## src/rtl/pipe_reg.sv

```systemverilog
// Parametrised pipeline register chain with a valid/ready handshake.
// Empty stages collapse bubbles, flush squashes all stages, and occupancy counts the valid stages.
module pipe_reg #(
    parameter int               WIDTH     = 32,
    parameter int               STAGES    = 1,
    parameter logic [WIDTH-1:0] RESET_VAL = '0
) (
    input  logic                         clk,
    input  logic                         rst_n,
    input  logic                         in_valid,
    output logic                         in_ready,
    input  logic [WIDTH-1:0]             in_data,
    output logic                         out_valid,
    input  logic                         out_ready,
    output logic [WIDTH-1:0]             out_data,
    input  logic                         flush,
    output logic [$clog2(STAGES+1)-1:0]  occupancy
);

    localparam int OW = $clog2(STAGES + 1);

    logic [STAGES-1:0] valid;
    logic [WIDTH-1:0]  data [STAGES];
    logic [STAGES-1:0] rdy;
    logic [STAGES-1:0] src_valid;
    logic [WIDTH-1:0]  src_data [STAGES];

    // Ready chain, built from a running accumulator so no signal feeds back on itself.
    always_comb begin
        logic acc;
        acc = out_ready;
        rdy = '0;
        for (int i = STAGES - 1; i >= 0; i--) begin
            acc    = !valid[i] || acc;
            rdy[i] = acc;
        end
    end

    always_comb begin
        src_valid[0] = in_valid;
        src_data[0]  = in_data;
        for (int i = 1; i < STAGES; i++) begin
            src_valid[i] = valid[i-1];
            src_data[i]  = data[i-1];
        end
    end

    always_comb begin
        occupancy = '0;
        for (int i = 0; i < STAGES; i++) begin
            occupancy = occupancy + OW'(valid[i]);
        end
    end

    assign in_ready  = rdy[0] && !flush;
    assign out_valid = valid[STAGES-1];
    assign out_data  = data[STAGES-1];

    // Flush clears valid bits only; data is left in place.
    always_ff @(posedge clk or negedge rst_n) begin
        if (!rst_n) begin
            valid <= '0;
            for (int i = 0; i < STAGES; i++) begin
                data[i] <= RESET_VAL;
            end
        end else begin
            for (int i = 0; i < STAGES; i++) begin
                if (flush) begin
                    valid[i] <= 1'b0;
                end else if (rdy[i]) begin
                    valid[i] <= src_valid[i];
                    if (src_valid[i]) begin
                        data[i] <= src_data[i];
                    end
                end
            end
        end
    end

endmodule

```

## config.mk

```make
export PLATFORM = sky130hd
export DESIGN_NAME = pipe_reg
export DESIGN_NICKNAME = d
export VERILOG_FILES = /design/src/rtl/pipe_reg.sv
export SDC_FILE = /design/constraint.sdc
export NUM_CORES = 1
export LEC_CHECK = 0
export ABC_AREA = 1
export BUFFER_PORTS_ARGS = -buffer_cell sky130_fd_sc_hd__buf_2
export CAP_MARGIN = 40
export CORE_ASPECT_RATIO = 0.9
export CORE_UTILIZATION = 30
export DETAILED_ROUTE_END_ITERATION = 7
export RECOVER_POWER = 25
export SETUP_SLACK_MARGIN = 0.1
export SLEW_MARGIN = 0
export SYNTH_ARGS = -nofsm -noshare
export SYNTH_HDL_FRONTEND = slang
export SYNTH_SLANG_ARGS = --single-unit
```

## constraint.sdc

```tcl
create_clock -name clk -period 2.1 [get_ports clk]
set_clock_uncertainty 0.05 [all_clocks]
set_input_delay 0.21 -clock clk [delete_from_list [all_inputs] [get_ports clk]]
set_output_delay 0.21 -clock clk [all_outputs]
set_load 0.01 [all_outputs]
```

======== Yosys cells after proc, flatten, opt, wreduce, memory -nomap -nowiden ========
Index checks and enable logic that the tools add are counted.
word-level totals
  bits in registers ....................... 33
  latch bits .............................. 0
  memory bits (writable) .................. 0
  ROM bits ................................ 0
  input bits .............................. 37
  output and inout bits ................... 35
  memories ................................ 0
operators by class
  add/subtract/negate cells ............... 0
  multipliers ............................. 0
  divide/modulo/power cells ............... 0
  magnitude comparators ................... 0
  equal/unequal tests ..................... 0
  shift operators ......................... 0
  mux-type cells .......................... 2
  bitwise gates (word level) .............. 1
  reduce and logical (&&, ||, !) cells .... 6
operators by type and width
  kind                 count
  AND reduction 3 bit  1
  logical NOT 1 bit    2
  2-to-1 mux 1 bit     2
  nonzero test 2 bit   1
  logical AND 1 bit    1
  logical OR 1 bit     1
  NOT 1 bit            1

======== Logic depth before layout (Yosys ltp) ========
Gate-level depths: netlist of the first run.
  depth in word-level cells ............... 4
  gate-level depth with buffers ........... 6
  gate-level depth less buffers ........... 5

======== Least setup slack after synthesis of the first run ========
Ideal clock, no wire load.
  path kind ............................... flip-flop to flip-flop
  start ................................... register valid (netlist: out_valid)
  end ..................................... register data, in the netlist out_data[0]
  library setup time ...................... 117 ps
  arrival ................................. 886 ps
  data required time ...................... 1,933 ps
  path slack .............................. 1,047 ps
  cell stages (with the launch flop) ...... 6
  clock period less this slack ............ 1,053 ps
  cells stage by stage .................... dfrtp_1 > nand2_2 > nand2_2 > buf_6 > nand2_1 > nand2_1
between the ends
  cells in the longest elaborated chain, start to end .. 3
RTL lines
  what                                  line  text
  start: declaration                    22    logic [STAGES-1:0] valid;
  start signal: indexed assignment      71    valid[i] <= src_valid[i];
  logical NOT 1 bit                     34    acc = !valid[i] || acc;
  logical OR 1 bit                      34
  AND reduction 3 bit (no source line)  n/a
  end signal: indexed assignment        73    data[i] <= src_data[i];
  end: declaration                      23    logic [WIDTH-1:0] data [STAGES];
No other way between the ends.
A chain may end at the register's enable or synchronous reset.

======== Final worst setup path of the first run ========
  start ................................... register valid (netlist: out_valid)
  end ..................................... output port in_ready
between the ends
  cells in the longest elaborated chain, start to end .. 3
RTL lines
  what               line  text
  logical NOT 1 bit  34
  logical OR 1 bit   34
  logical AND 1 bit  55    assign in_ready = rdy[0] && !flush;
  end: declaration   11    output logic in_ready,
No other way between the ends.

==> impl_metrics.py, run 1 <==
metrics = {
    "final_layout": {
        "seqCellArea_sq_um": 825.8,
        "num-nets-final": 254,
        "antenna_cells": 0,
        "n_fill_cell": 462,
        "multi_input_area_sq_um": 434.2,
        "layout-drive-gt1-share_pct": 26.27,
        "fin_area_sq_um": 1778,
        "final_core_util_pct": 42.49,
        "synthToLayoutAreaGrowth_pct": 32.80,
    },
    "placed_design": {
        "routabilityCongestion": 0.6788,
        "io_buffer_count": 71,
        "post-dp-hpwl_um": 2119,
        "post_dp_cell_area_sq_um": 1713,
    },
    "cts": {
        "insertion_delay_ns": 0.27,
        "cts.sinks": 33,
        "postCtsResizedCells": 0,
        "numCtsBuffers": 5,
        "root_buffer": "clkbuf_8",
        "clk_pin_slew_worst_paths_ns": 0.06,
        "cts_setup_buffers": 0,
        "cts_hold_buf": 1,
        "cts-htree-levels": 2,
        "clockBufferDepth": 2,
        "cts_tree": "yes",
    },
    "critical_path": {
        "startpoint_type": "flip-flop",
        "cp_max_fo": 4,
        "cp.arrival_ns": 0.98,
        "cp-end-kind": "output pin",
        "required_ns": 1.84,
        "crit_type": "flip-flop to output pin",
    },
    "synthesis": {
        "netlist.area_leader.share_pct": 61.68,
        "synth_nets": 183,
        "synth_area_leaders": "dfrtp_1 62%, nand2_1 18%, nand3_1 12%",
        "synth-seq-cells": 33,
        "synth_largest_area_cell": "dfrtp_1",
        "synth_top_flop_cell": "dfrtp_1",
        "ys_async_sr_fraction_pct": 100.0,
        "synthTopCellsByCount": "64 x nand2_1, 33 x dfrtp_1, 32 x nand3_1, 6 x buf_2, 3 x buf_6",
        "synthesis.instances": 146,
        "synth_edf_count": 0,
        "yosysSeqAreaShare_pct": 61.68,
        "synth.most_common_cell": "nand2_1",
        "netlist_area_sq_um": 1339,
        "yosysWarnings": 0,
        "ys_types": 10,
        "avgSynthCellArea_sq_um": 9.170,
    },
    "timing": {
        "tightest_slew_ns": 0.7347,
        "finalSetupViolations": 0,
        "fin_tns_setup_ns": 0,
        "slew_violations": 0,
        "rsz0062_at_grt": "false",
        "fmax_ghz": 0.8088,
        "fin_crit_sh_pct": 58.88,
        "hold_viol_final": 0,
        "period_minus_slack_ns": 1.236,
        "slew-limit-headroom_pct": 51.02,
    },
    "die": {
        "die_w_um": 72.42,
        "ios": 72,
        "core-area_sq_um": 4184,
        "start_util_pct": 32.00,
        "num_rows": 22,
        "die_area_sq_um": 4734,
        "die_y_um": 65.38,
    },
    "grt": {
        "antenna_found_initial": 0,
        "grt_overflow": 0,
        "track_usage_pct": 15.11,
        "first_global_vias": 1227,
        "grt_pass1_wl_um": 5416,
        "grt_max_degree": 34,
    },
    "route": {
        "drc": 0,
        "postRouteAntennaNets": 0,
        "dr.pass1.iters": 4,
        "wl_per_cell_um": 11.42,
        "via_per_inst": 4.303,
        "finalWirelength_um": 3163,
        "drtIter0Drc": 60,
        "dr_total_vias": 1192,
    },
    "outcome": {
        "status": "completed",
    },
    "min_path": {
        "hold_path_class": "input port to flip-flop",
    },
    "power": {
        "total_leakage_power_uw": 0.0009736,
        "p_per_area_nw_per_um2": 862.1,
        "vdd_drop_max_mv": 0.3762,
    },
    "run": {
        "maxCapViolations": 0,
    },
}
[critical path, stage by stage, from the launching register on]
cell and delay (ns):
dfrtp_1 0.41, a21oi_1 0.15, buf_2 0.14
[power by group]
part	switching, uW	internal [uW]	leakage (uW)
combinational	176	111	0.000521
sequential	50.5	727	0.000409
clock	209	260	0.0000443
[cells in the final DEF (no fill, tap or decap)]
cell type / n
nand3_1: 32
a21oi_1: 2
buf_4: 2
nand2_2: 2
inv_1: 2
nor2_4: 1
nand2_1: 64
clkbuf_1: 26
dlygate4sd3_1: 1
buf_2: 46
clkbuf_8: 6
dfrtp_1: 33
[registers in the layout, indices dropped and copies added (netlist names)]
name       flops
out_valid      1
out_data      32
[layout make-up]
type	count	share of cell area (%)
flip-flops and latches	33	46.45
multi-input cells	101	24.42
repair buffers	74	19.63
clock buffers	7	4.856
well taps	60	4.222
inverters	2	0.4222
[through the flow]
| stage | setup WS [ns] | power [uW] | cells | hold slack (ns) |
|---|---|---|---|---|
| 3_3_place_gp | 0.8751 | 1093 | 269 | 0.2673 |
| 2_1_floorplan | 1.047 | 940.1 | 146 | -0.1356 |
| 3_5_place_dp | 0.8383 | 1098 | 269 | 0.2757 |
| 6_report | 0.8636 | 1533 | 277 | 0.08828 |
| 4_1_cts | 0.8339 | 1580 | 277 | 0.07902 |
| 5_1_grt | 0.7282 | 1646 | 277 | 0.08448 |
[worst paths after layout]
check / startpoint / to / slack, ns / depth (start not counted)
min reg2reg: out_data[9] / out_data[9] / 0.42 / 2
max: out_valid / in_ready / 0.86 / 2
max reg2reg: out_valid / out_data[28] / 0.86 / 4
min: flush / out_valid / 0.09 / 2
max in group asynchronous: rst_n / out_data[6] / 1.05 / 2
min in group asynchronous: rst_n / out_data[1] / 0.48 / 2
[per-layer routing]
layer / vias to the layer above / part of all wire [%] / track usage, %
met2: 43 / 47 / 23.83
met1: 539 / 44 / 18.40
met5: - / 0 / 0
met3: 5 / 7.3 / 5.215
li1: 605 / - / -
met4: 0 / 1.5 / 7.353
[cells by family after synthesis]
family	after synthesis	share of synthesized area, %
and+or+nand+nor	99	31.68
buffers and inverters	12	5.888
AOI/OAI and AO/OA	2	0.7477
DFF	33	61.68
Power figures use the tool's default switching activity.
==> run 2: changes to the inputs <==
- ABC_AREA: 1 -> 0
- clock period: 2.1 -> 1 ns (I/O delays scaled with it)
==> run 2 against run 1 <==
The flow now finishes with violations (design-rule violations, negative setup slack). Critical path depth up 3. Register-to-register slack worse by 1.4 ns. Hold slack worse by 0.081 ns. Non-clock buffer count up 35. Sequential cell count unchanged. Highest routed layer unchanged.
==> impl_metrics.py, run 2 <==
metrics = {
    "outcome": {
        "status": "complete, but fails checks",
        "violations": "design-rule violations, negative setup slack",
    },
    "route": {
        "dr.pass1.iters": 6,
        "drtIter0Drc": 52,
        "wl_per_cell_um": 14.46,
        "finalWirelength_um": 3398,
        "drc": 12,
        "via_per_inst": 4.413,
        "postRouteAntennaNets": 0,
        "dr_total_vias": 1037,
    },
    "synthesis": {
        "synth_top_family_by_area": "multiplexers",
        "synth_compound_area_share_pct": 0,
        "synth_fa_ha_area_share_pct": 0,
        "synth.area.mux_share_pct": 28.35,
        "synth_top_flop_cell": "dfrtp_1",
        "yosysSeqAreaShare_pct": 64.96,
        "synth_largest_area_cell": "dfrtp_1",
        "synth_area_leaders": "dfrtp_1 65%, mux2_2 28%, buf_6 2.7%",
        "synth-xor-area-share_pct": 0,
        "ys_types": 7,
        "ys_async_sr_fraction_pct": 100.0,
        "synth.most_common_cell": "dfrtp_1",
        "yosysWarnings": 0,
        "avgSynthCellArea_sq_um": 17.18,
        "synth_edf_count": 0,
        "synthesis.instances": 74,
        "synth-seq-cells": 33,
        "synthTopCellsByCount": "33 x dfrtp_1, 32 x mux2_2, 3 x buf_6, 3 x nor2_1",
        "netlist.area_leader.share_pct": 64.96,
        "netlist_area_sq_um": 1271,
        "synth_nets": 111,
        "synthSimpleGateAreaFrac_pct": 3.445,
    },
    "final_layout": {
        "final_core_util_pct": 54.39,
        "antenna_cells": 0,
        "layout-drive-gt1-share_pct": 70.05,
        "layout_commonest_cell": "buf_2",
        "largest_register_ff_count": 32,
        "layout_common_cells": "69 x buf_2, 33 x dfrtp_1, 23 x mux2_4",
        "synthToLayoutAreaGrowth_pct": 74.31,
        "num-nets-final": 223,
        "n_fill_cell": 350,
    },
    "cts": {
        "clockBufferDepth": 2,
        "cts.sinks": 33,
        "numCtsBuffers": 5,
        "cts-htree-levels": 2,
        "cts_tree": "yes",
        "clk_pin_slew_worst_paths_ns": 0.06,
        "root_buffer": "clkbuf_8",
        "insertion_delay_ns": 0.28,
    },
    "timing": {
        "tightest_slew_ns": 0.4448,
        "fmax_ghz": 0.6598,
        "period_minus_slack_ns": 1.516,
        "fin_tns_setup_ns": -16.20,
        "slew_violations": 0,
        "setup_ws_ns": -0.5155,
        "fin_crit_sh_pct": 151.6,
        "slew-limit-headroom_pct": 70.35,
        "rsz0062_at_grt": "true",
        "hold_viol_final": 0,
        "finalSetupViolations": 35,
    },
    "critical_path": {
        "required_ns": 1.11,
        "crit_chain": "nor2b_4, nor3b_4, buf_6, buf_8, mux2_2",
        "worst_r2r_endpoint": "out_data[11]",
        "cp_max_fo": 8,
        "critPathTopFamily": "flip-flops",
        "cp-end-kind": "flip-flop",
        "rr_worst_depth": 5,
        "cp_slowest_cell": "dfrtp_1",
        "rrSetupSlack_ns": -0.52,
        "cpPeakStageDelay_ns": 0.37,
        "crit_type": "flip-flop to flip-flop",
        "cp_num_cells": 5,
        "startpoint_type": "flip-flop",
        "crit_start": "out_valid",
        "path_buf_inv": 2,
        "cp.arrival_ns": 1.62,
        "regToRegStartpoint": "out_valid",
    },
    "power": {
        "total_leakage_power_uw": 0.001127,
        "power_uw": 3690,
        "vdd_drop_max_mv": 0.6956,
        "p_per_area_nw_per_um2": 1665,
    },
    "grt": {
        "track_usage_pct": 13.16,
        "first_global_vias": 974,
        "grt_max_degree": 34,
        "grt_pass1_wl_um": 4381,
        "antenna_found_initial": 0,
        "grt_overflow": 0,
    },
    "run": {
        "maxCapViolations": 0,
    },
    "placed_design": {
        "routabilityCongestion": 0.7989,
        "post-dp-hpwl_um": 1857,
        "io_buffer_count": 71,
    },
    "min_path": {
        "min_path_cells": 2,
        "min-delay-start": "in_data[0]",
        "hold_path_end": "out_data[0]",
        "hold_path_class": "input port to flip-flop",
    },
    "die": {
        "die_area_sq_um": 4502,
        "ios": 72,
        "die_y_um": 63.76,
        "num_rows": 22,
        "core-area_sq_um": 4074,
        "start_util_pct": 31.20,
        "die_w_um": 70.62,
    },
}
-- run 2: cell types whose count changed after synthesis, sizes merged, moves of 2 or more --
cell / previous run / this run
buf: 10 / 4
nand3: 32 / 0
inv: 2 / 0
mux2: 0 / 32
nor2: 1 / 3
a21oi: 2 / 0
nand2: 66 / 0
-- run 2: per-stage QoR --
| step | instances | instance area, sq um | hold WS (ns) | setup slack [ns] |
|---|---|---|---|---|
| 4_1_cts | 222 | 1993 | 0.001251 | -0.4983 |
| 2_1_floorplan | 74 | 1271 | -0.2456 | -0.5163 |
| 3_3_place_gp | 193 | 1700 | 0.01701 | -0.4467 |
| 3_5_place_dp | 193 | 1700 | 0.01831 | -0.4988 |
| 5_1_grt | 235 | 2216 | 0.002147 | -0.5544 |
| 6_report | 235 | 2216 | 0.007087 | -0.5155 |
-- run 2: final cells by class --
type	instances	area, sq um	share of cell area [%]
flip-flops and latches	33	825.8	37.27
repair buffers	109	757.0	34.16
multi-input cells	37	493.0	22.25
well taps	48	60.06	2.710
clock buffers	8	80.08	3.614
-- run 2: routing by layer --
| metal | vias to the layer above | global-route usage, % | part of all wire [%] |
|---|---|---|---|
| met2 | 42 | 21.84 | 51 |
| met1 | 510 | 14.71 | 41 |
| met4 | 0 | 10.00 | 2.4 |
| met3 | 8 | 3.155 | 5.8 |
| met5 | - | 0 | 0 |
| li1 | 477 | - | - |
-- run 2: how the worst max path moves through the flow --
stage	end	slack [ns]
final	out_data[11]	-0.52
after global routing	out_data[11]	-0.55
after CTS	out_data[21]	-0.50
after detailed placement	out_data[21]	-0.50
after global placement	out_data[12]	-0.45
after floorplan	out_data[0]	-0.52
-- run 2: logic make-up after synthesis --
kind of cell / Yosys count
buffers and inverters: 4
AND/OR/NAND/NOR: 5
multiplexers: 32
flip-flops: 33
-- run 2: timing repair --
item | in CTS | in global routing
endpoints found under the hold margin | 48 | 1
endpoints found under the setup margin | 68 | 68
hold buffers | 17 | 1
cloned | 0 | 3
gates resized for setup | 2 | 26
setup buffers | 5 | 10
pin swaps | 0 | 3
-- run 2: report_power, final --
group / switching, uW / leakage, uW / total (uW) / internal (uW)
clock: 433 / 0.0000395 / 927 / 493
combinational: 413 / 0.000699 / 1090 / 674
sequential: 116 / 0.000389 / 1680 / 1560
